[config.mk]
export PLATFORM = sky130hd
export DESIGN_NAME = load_store_unit_flat
export DESIGN_NICKNAME = d
export VERILOG_FILES = /design/src/rtl/load_store_unit_if.sv /design/src/rtl/load_store_unit.sv /design/src/flat_wrapper.sv
export SDC_FILE = /design/constraint.sdc
export NUM_CORES = 1
export LEC_CHECK = 0
export ABC_AREA = 1
export ABC_CLOCK_PERIOD_IN_PS = 1400
export CORE_MARGIN = 8
export CORE_UTILIZATION = 30
export CTS_CLUSTER_DIAMETER = 40
export DETAILED_ROUTE_END_ITERATION = 8
export SLEW_MARGIN = 20
export SYNTH_ARGS = -nofsm -noshare
export SYNTH_HDL_FRONTEND = slang
export SYNTH_SLANG_ARGS = --single-unit
export TNS_END_PERCENT = 20
[constraint.sdc]
create_clock -name iClk -period 1.4 [get_ports iClk]
set_clock_uncertainty 0.05 [all_clocks]
set_input_delay 0.21 -clock iClk [delete_from_list [all_inputs] [get_ports iClk]]
set_output_delay 0.21 -clock iClk [all_outputs]
set_load 0.005 [all_outputs]
[src/rtl/load_store_unit_if.sv]
// Memory bus between the load/store unit (master) and a word-wide memory port (slave).
//   busReq    : master holds high while a transfer is outstanding
//   busWe     : 1 = store, 0 = load
//   busAddr   : word-aligned byte address (bits [1:0] always 00)
//   busWData  : store data, already replicated onto the target lanes
//   busByteEn : byte lanes written (1111 for loads)
//   busReady  : slave completes the transfer on a cycle where busReq & busReady
//   busRData  : full read word, sampled when busReady is high
interface load_store_unit_if;
  logic        busReq;
  logic        busWe;
  logic [31:0] busAddr;
  logic [31:0] busWData;
  logic [3:0]  busByteEn;
  logic        busReady;
  logic [31:0] busRData;

  modport master (
    output busReq, busWe, busAddr, busWData, busByteEn,
    input  busReady, busRData
  );

  modport slave (
    input  busReq, busWe, busAddr, busWData, busByteEn,
    output busReady, busRData
  );
endinterface

[src/rtl/load_store_unit.sv]
// Load/store unit: turns byte/half/word accesses from the memory stage into single word-wide
// bus transfers, with alignment checks, load extension and a 16-cycle bus timeout.
// Ports:
//   iClk, iRst  : clock and synchronous active-high reset
//   iMemRead    : load request            iMemWrite  : store request (wins over load)
//   iFunct3     : access size / signedness
//   iAddr       : byte address            iWriteData : store data, LSB-aligned
//   oStall      : hold the pipeline       oLoadValid : oLoadData valid this cycle
//   oLoadData   : extended load result    oFault     : one-cycle misaligned/illegal/timeout pulse
//   bus         : memory bus, master side
module load_store_unit (
  input  logic                      iClk,
  input  logic                      iRst,
  input  logic                      iMemRead,
  input  logic                      iMemWrite,
  input  logic [2:0]                iFunct3,
  input  logic [31:0]               iAddr,
  input  logic [31:0]               iWriteData,
  output logic                      oStall,
  output logic                      oLoadValid,
  output logic [31:0]               oLoadData,
  output logic                      oFault,
  load_store_unit_if.master         bus
);

  typedef enum logic [1:0] {StIdle, StAccess, StDone} state_e;

  state_e      state;
  logic [3:0]  timeoutCnt;
  logic        isLoadQ;
  logic [2:0]  funct3Q;
  logic [1:0]  laneQ;

  logic        request;
  logic        isStore;
  logic        funct3Ok;
  logic        alignOk;
  logic        accept;
  logic        illegal;
  logic [3:0]  storeBe;
  logic [31:0] storeData;

  // Picks the addressed byte/half out of the bus word and extends it.
  function automatic logic [31:0] extendLoad(input logic [2:0] f3, input logic [1:0] lane,
                                             input logic [31:0] word);
    logic [7:0]  b;
    logic [15:0] h;
    b = word[{lane, 3'b000} +: 8];
    h = lane[1] ? word[31:16] : word[15:0];
    case (f3)
      3'b000:  extendLoad = {{24{b[7]}}, b};
      3'b001:  extendLoad = {{16{h[15]}}, h};
      3'b100:  extendLoad = {24'h0, b};
      3'b101:  extendLoad = {16'h0, h};
      default: extendLoad = word;
    endcase
  endfunction

  always_comb begin
    request  = iMemRead | iMemWrite;
    isStore  = iMemWrite;
    funct3Ok = isStore ? (iFunct3 inside {3'b000, 3'b001, 3'b010})
                       : (iFunct3 inside {3'b000, 3'b001, 3'b010, 3'b100, 3'b101});
    alignOk  = 1'b1;
    if (iFunct3[1:0] == 2'b01) alignOk = ~iAddr[0];
    if (iFunct3[1:0] == 2'b10) alignOk = (iAddr[1:0] == 2'b00);
    accept   = (state == StIdle) & request & funct3Ok & alignOk;
    illegal  = (state == StIdle) & request & ~(funct3Ok & alignOk);

    storeBe   = 4'b1111;
    storeData = iWriteData;
    case (iFunct3[1:0])
      2'b00: begin
        storeBe   = 4'b0001 << iAddr[1:0];
        storeData = {4{iWriteData[7:0]}};
      end
      2'b01: begin
        storeBe   = 4'b0011 << {iAddr[1], 1'b0};
        storeData = {2{iWriteData[15:0]}};
      end
      default: ;
    endcase

    // Stall must rise in the accept cycle itself, before the state register changes.
    oStall = (state == StAccess) | accept;
  end

  always_ff @(posedge iClk) begin
    if (iRst) begin
      state         <= StIdle;
      timeoutCnt    <= 4'd0;
      isLoadQ       <= 1'b0;
      funct3Q       <= 3'b000;
      laneQ         <= 2'b00;
      oLoadValid    <= 1'b0;
      oLoadData     <= 32'h0;
      oFault        <= 1'b0;
      bus.busReq    <= 1'b0;
      bus.busWe     <= 1'b0;
      bus.busAddr   <= 32'h0;
      bus.busWData  <= 32'h0;
      bus.busByteEn <= 4'b0000;
    end else begin
      oLoadValid <= 1'b0;
      oFault     <= 1'b0;
      unique case (state)
        StIdle: begin
          if (accept) begin
            state         <= StAccess;
            timeoutCnt    <= 4'd0;
            isLoadQ       <= ~isStore;
            funct3Q       <= iFunct3;
            laneQ         <= iAddr[1:0];
            bus.busReq    <= 1'b1;
            bus.busWe     <= isStore;
            bus.busAddr   <= {iAddr[31:2], 2'b00};
            bus.busWData  <= isStore ? storeData : 32'h0;
            bus.busByteEn <= isStore ? storeBe : 4'b1111;
          end else if (illegal) begin
            oFault <= 1'b1;
          end
        end
        StAccess: begin
          if (bus.busReady) begin
            state      <= StDone;
            bus.busReq <= 1'b0;
            if (isLoadQ) begin
              oLoadValid <= 1'b1;
              oLoadData  <= extendLoad(funct3Q, laneQ, bus.busRData);
            end
          end else if (timeoutCnt == 4'd15) begin
            // 16th consecutive cycle without ready: give up and report.
            state      <= StDone;
            bus.busReq <= 1'b0;
            oFault     <= 1'b1;
          end else begin
            timeoutCnt <= timeoutCnt + 4'd1;
          end
        end
        StDone:  state <= StIdle;
        default: state <= StIdle;
      endcase
    end
  end

endmodule

[src/flat_wrapper.sv]
// flat-port wrapper written by rule: the top's interface ports become plain ports
module load_store_unit_flat 
  (iClk, iRst, iMemRead, iMemWrite, iFunct3, iAddr, iWriteData, oStall, oLoadValid, oLoadData, oFault, bus_busReq, bus_busWe, bus_busAddr, bus_busWData, bus_busByteEn, bus_busReady, bus_busRData);
  load_store_unit_if bus_i ();
  input  logic iClk;
  input  logic iRst;
  input  logic iMemRead;
  input  logic iMemWrite;
  input  logic [2:0] iFunct3;
  input  logic [31:0] iAddr;
  input  logic [31:0] iWriteData;
  output logic oStall;
  output logic oLoadValid;
  output logic [31:0] oLoadData;
  output logic oFault;
  output wire logic [$bits(bus_i.busReq)-1:0] bus_busReq;
  output wire logic [$bits(bus_i.busWe)-1:0] bus_busWe;
  output wire logic [$bits(bus_i.busAddr)-1:0] bus_busAddr;
  output wire logic [$bits(bus_i.busWData)-1:0] bus_busWData;
  output wire logic [$bits(bus_i.busByteEn)-1:0] bus_busByteEn;
  input wire logic [$bits(bus_i.busReady)-1:0] bus_busReady;
  input wire logic [$bits(bus_i.busRData)-1:0] bus_busRData;
  assign bus_busReq = bus_i.busReq;
  assign bus_busWe = bus_i.busWe;
  assign bus_busAddr = bus_i.busAddr;
  assign bus_busWData = bus_i.busWData;
  assign bus_busByteEn = bus_i.busByteEn;
  assign bus_i.busReady = bus_busReady;
  assign bus_i.busRData = bus_busRData;
  load_store_unit u_core (.iClk(iClk), .iRst(iRst), .iMemRead(iMemRead), .iMemWrite(iMemWrite), .iFunct3(iFunct3), .iAddr(iAddr), .iWriteData(iWriteData), .oStall(oStall), .oLoadValid(oLoadValid), .oLoadData(oLoadData), .oFault(oFault), .bus(bus_i));
endmodule
==> impl_metrics.toml <==
[global_routing]
track_usage_pct = 17.5
grt_pass1_wl_um = 31200
grt_max_degree = 72
grt_antenna_before_repair = 1
globalRouteOverflowTotal = 0
first_global_vias = 5969

[synthesis]
synthDistinctLibCells = 28
synth_top_area_share_pct = 41.6
netlist_area_mm2 = 0.00548
synth.area.top_cells = "dfxtp_1 (42%), nand2_1 (17%), nand3_1 (7.2%)"
yosysWarningCount = 0
netlist.top_cell.by_area = "dfxtp_1"
ys_seq_area_share_pct = 41.6
synthCells = 829
ys_seq_elements = 114
synthesis.area_per_instance_um2 = 6.61

[setup_path]
timing.critical_path.cells = "clkdlybuf4s50_1, nor2_1, nor2_4, nand3_4, nand2_4, buf_6"
max_stage_delay_ns = 0.53
setup.worst_path.start_class = "primary input"
critical_path_required_ns = 1.14
worstPathArrival_ns = 1.22
cpMaxStageDelayCell = "clkdlybuf4s50_1"
critPathBufInv = 2
worst_path_dominant_cell_family = "buffers and inverters"
worst_setup_ep_type = "output port"
worst-setup-path-type = "in2out"
maximum_fanout_encountered_on_the_critical_timing_path = 3

[clock_network]
cts_buffer_depth = 2
numCtsBuffers = 17
cts_tree = "done"
cts.clk_slew.worst_paths_ns = 0.06
cts_root_buf = "clkbuf_16"
clock_sinks = 114
htree_levels = 4
clkLatencyLatePin_ns = 0.41

[floorplan]
dieArea_mm2 = 0.0228
core_region_area_mm2 = 0.0180
fp-row-count = 49
design.portCount = 209
die_height_um = 151
floorplan.initialDensity_pct = 30.5
die_width_um = 151

[drt]
wire_per_inst_um = 15.6
ant_nets = 0
routed_wl_um = 20500
drcViolationCount = 0
first_iter_violations = 318
via_cell_ratio = 4.63
vias = 6085
dr.pass1.iters = 4

[timing]
timing.final.crit_share_pct = 106
final_min_period_ns = 1.48
timing_hold_violations_final = 0
drv_slew = 0
fmax_mhz = 675
worst_slack_ns = -0.0819
final-setup-viol-count = 24
rsz0062_at_grt = "true"

[power]
p_comb_share_pct = 16.6
cellInternalPower_mw = 7.10
power_leakage_nw = 4.53
net-switching-power_mw = 2.53
max-vdd-ir-drop_mv = 0.943
power-per-cell-area_mw_per_mm2 = 1080
pwr-share-seq_pct = 35.7
switching_share_pct = 26.3
power.clock.fraction_pct = 47.7

[placed_design]
placement.cell_area_mm2 = 0.00814
port_buffers = 206
pre_cts_slack_ns = -0.696
detailed_place_hpwl_um = 14700
place.gp.congestion = 0.843

[finish]
final_cell_area_mm2 = 0.00890
post_route_cells_drive_above_1_share_pct = 13.1
finalNetCount = 1178
insertedDiodeCount = 0
area_growth_pct = 62.4

[flow_run]
drv.max_cap_violation_count = 0

[outcome]
status = "finished, violations left"
violations = "setup timing"

[min_path]
timing.hold.worst.class = "in2reg"
==> metal layers <==
| metal | track usage (%) | vias to the layer above | routed length, um |
|---|---|---|---|
| met2 | 27.8 | 216 | 9400 |
| met5 | 0 | - | 8 |
| met4 | 5.84 | 2 | 418 |
| li1 | - | 3139 | - |
| met1 | 20.6 | 2701 | 8570 |
| met3 | 7.68 | 27 | 2070 |
==> cells in the mapped netlist, drive strengths merged <==
cell,number
a31oi,8
dfxtp,114
a21oi,63
nor3,2
buf,36
nand3,81
clkbuf,13
conb,1
o211ai,7
nand2,254
inv,89
and3,2
or2,1
nand4,9
o21ai,67
ha,1
nor2,81
==> layout make-up <==
class	count	area, um^2
Clock buffer	18	429
Clock inverter	14	188
Fill cell	1808	9060
Inverter	89	344
Multi-Input combinational cell	578	2680
Sequential cell	114	2290
Tap cell	229	287
Timing Repair Buffer	273	2690
==> metrics by stage <==
| step | utilization, % | TNS [ns] | hold slack, ns | power [mW] | std cells |
|---|---|---|---|---|---|
| 2_1_floorplan | - | 0 | 0.291 | 4.20 | 830 |
| 3_3_place_gp | 45.3 | -47.29 | 0.385 | 5.10 | 1276 |
| 3_5_place_dp | 45.3 | -50.59 | 0.388 | 5.10 | 1276 |
| 4_1_cts | 48.5 | -3.89 | 0.230 | 9.72 | 1310 |
| 5_1_grt | 49.6 | -7.04 | 0.200 | 10.1 | 1315 |
| 6_report | 49.6 | -0.369 | 0.139 | 9.64 | 1315 |
==> repair_timing <==
action | CTS | global route
hold buffers | 0 | 0
endpoints found under the hold margin | 0 | 0
pin swaps | 5 | 19
buffers inserted | 2 | 2
cloned | 1 | 3
endpoints found under the setup margin | 213 | 112
gates resized for setup | 132 | 45
==> worst reg2reg max path: cells and delay by family (launching register included) <==
kind	cells	cell delay (ns)
AOI/OAI and AO/OA	1	0.12
buffers and inverters	6	0.58
and+or+nand+nor	3	0.25
DFF	1	0.33
==> state kept, by name, summed over array words and instances, names as in the netlist <==
register              cells
u_core.bus.busAddr       30
u_core.bus.busWe          1
u_core.oFault             1
u_core.bus.busWData      32
u_core.bus.busReq         1
u_core.timeoutCnt         4
u_core.isLoadQ            1
u_core.funct3Q            3
u_core.laneQ              2
u_core.bus.busByteEn      4
u_core.state              2
u_core.oLoadData         32
u_core.oLoadValid         1
==> path summary, 6_finish.rpt <==
| path | start | to | slack, ns | depth (start not counted) |
|---|---|---|---|---|
| worst min register to register | u_core.bus.busWData[23] | u_core.bus.busWData[23] | 0.39 | 2 |
| worst max-delay path | iMemWrite | oStall | -0.08 | 6 |
| worst max register to register | u_core.state[0] | u_core.oLoadData[22] | -0.04 | 10 |
| worst min-delay path | iFunct3[2] | u_core.funct3Q[2] | 0.14 | 3 |
==> logic make-up after synthesis <==
| family | after synthesis | synth area share, % |
|---|---|---|
| AOI/OAI and AO/OA | 145 | 13.7 |
| adders and majority gates | 1 | 0.228 |
| buffers and inverters | 138 | 11.1 |
| DFF | 114 | 41.6 |
| other | 1 | 0.0684 |
| and+or+nand+nor | 430 | 33.2 |
==> power groups by stage <==
stage	sequential [mW]	clock, mW	combinational, mW
6_report	3.44	4.59	1.60
3_5_place_dp	3.51	0	1.59
5_1_grt	3.46	4.86	1.77
3_3_place_gp	3.51	0	1.59
4_1_cts	3.44	4.70	1.58
2_1_floorplan	3.51	0	0.692
==> placed cells by master (no fill, tap or decap), types with 2 or more instances in the layout <==
cell	n
dfxtp_1	110
dlygate4sd2_1	103
inv_1	78
nor2_1	75
nand4_1	9
a31oi_1	8
dlymetal6s2s_1	3
nand2_4	3
clkdlybuf4s50_1	98
nand3_4	4
nand3_1	77
o211ai_1	7
nand2_1	241
buf_12	11
nor2_4	4
buf_8	2
clkbuf_16	20
and3_1	2
bufinv_16	4
conb_1	2
a21oi_1	62
nor3_1	2
dfxtp_2	4
buf_6	6
o21ai_0	35
inv_2	9
o21ai_2	2
buf_4	45
clkinv_2	4
nand2_2	10
clkinvlp_4	4
o21ai_1	30
Power figures use the tool's default switching activity.
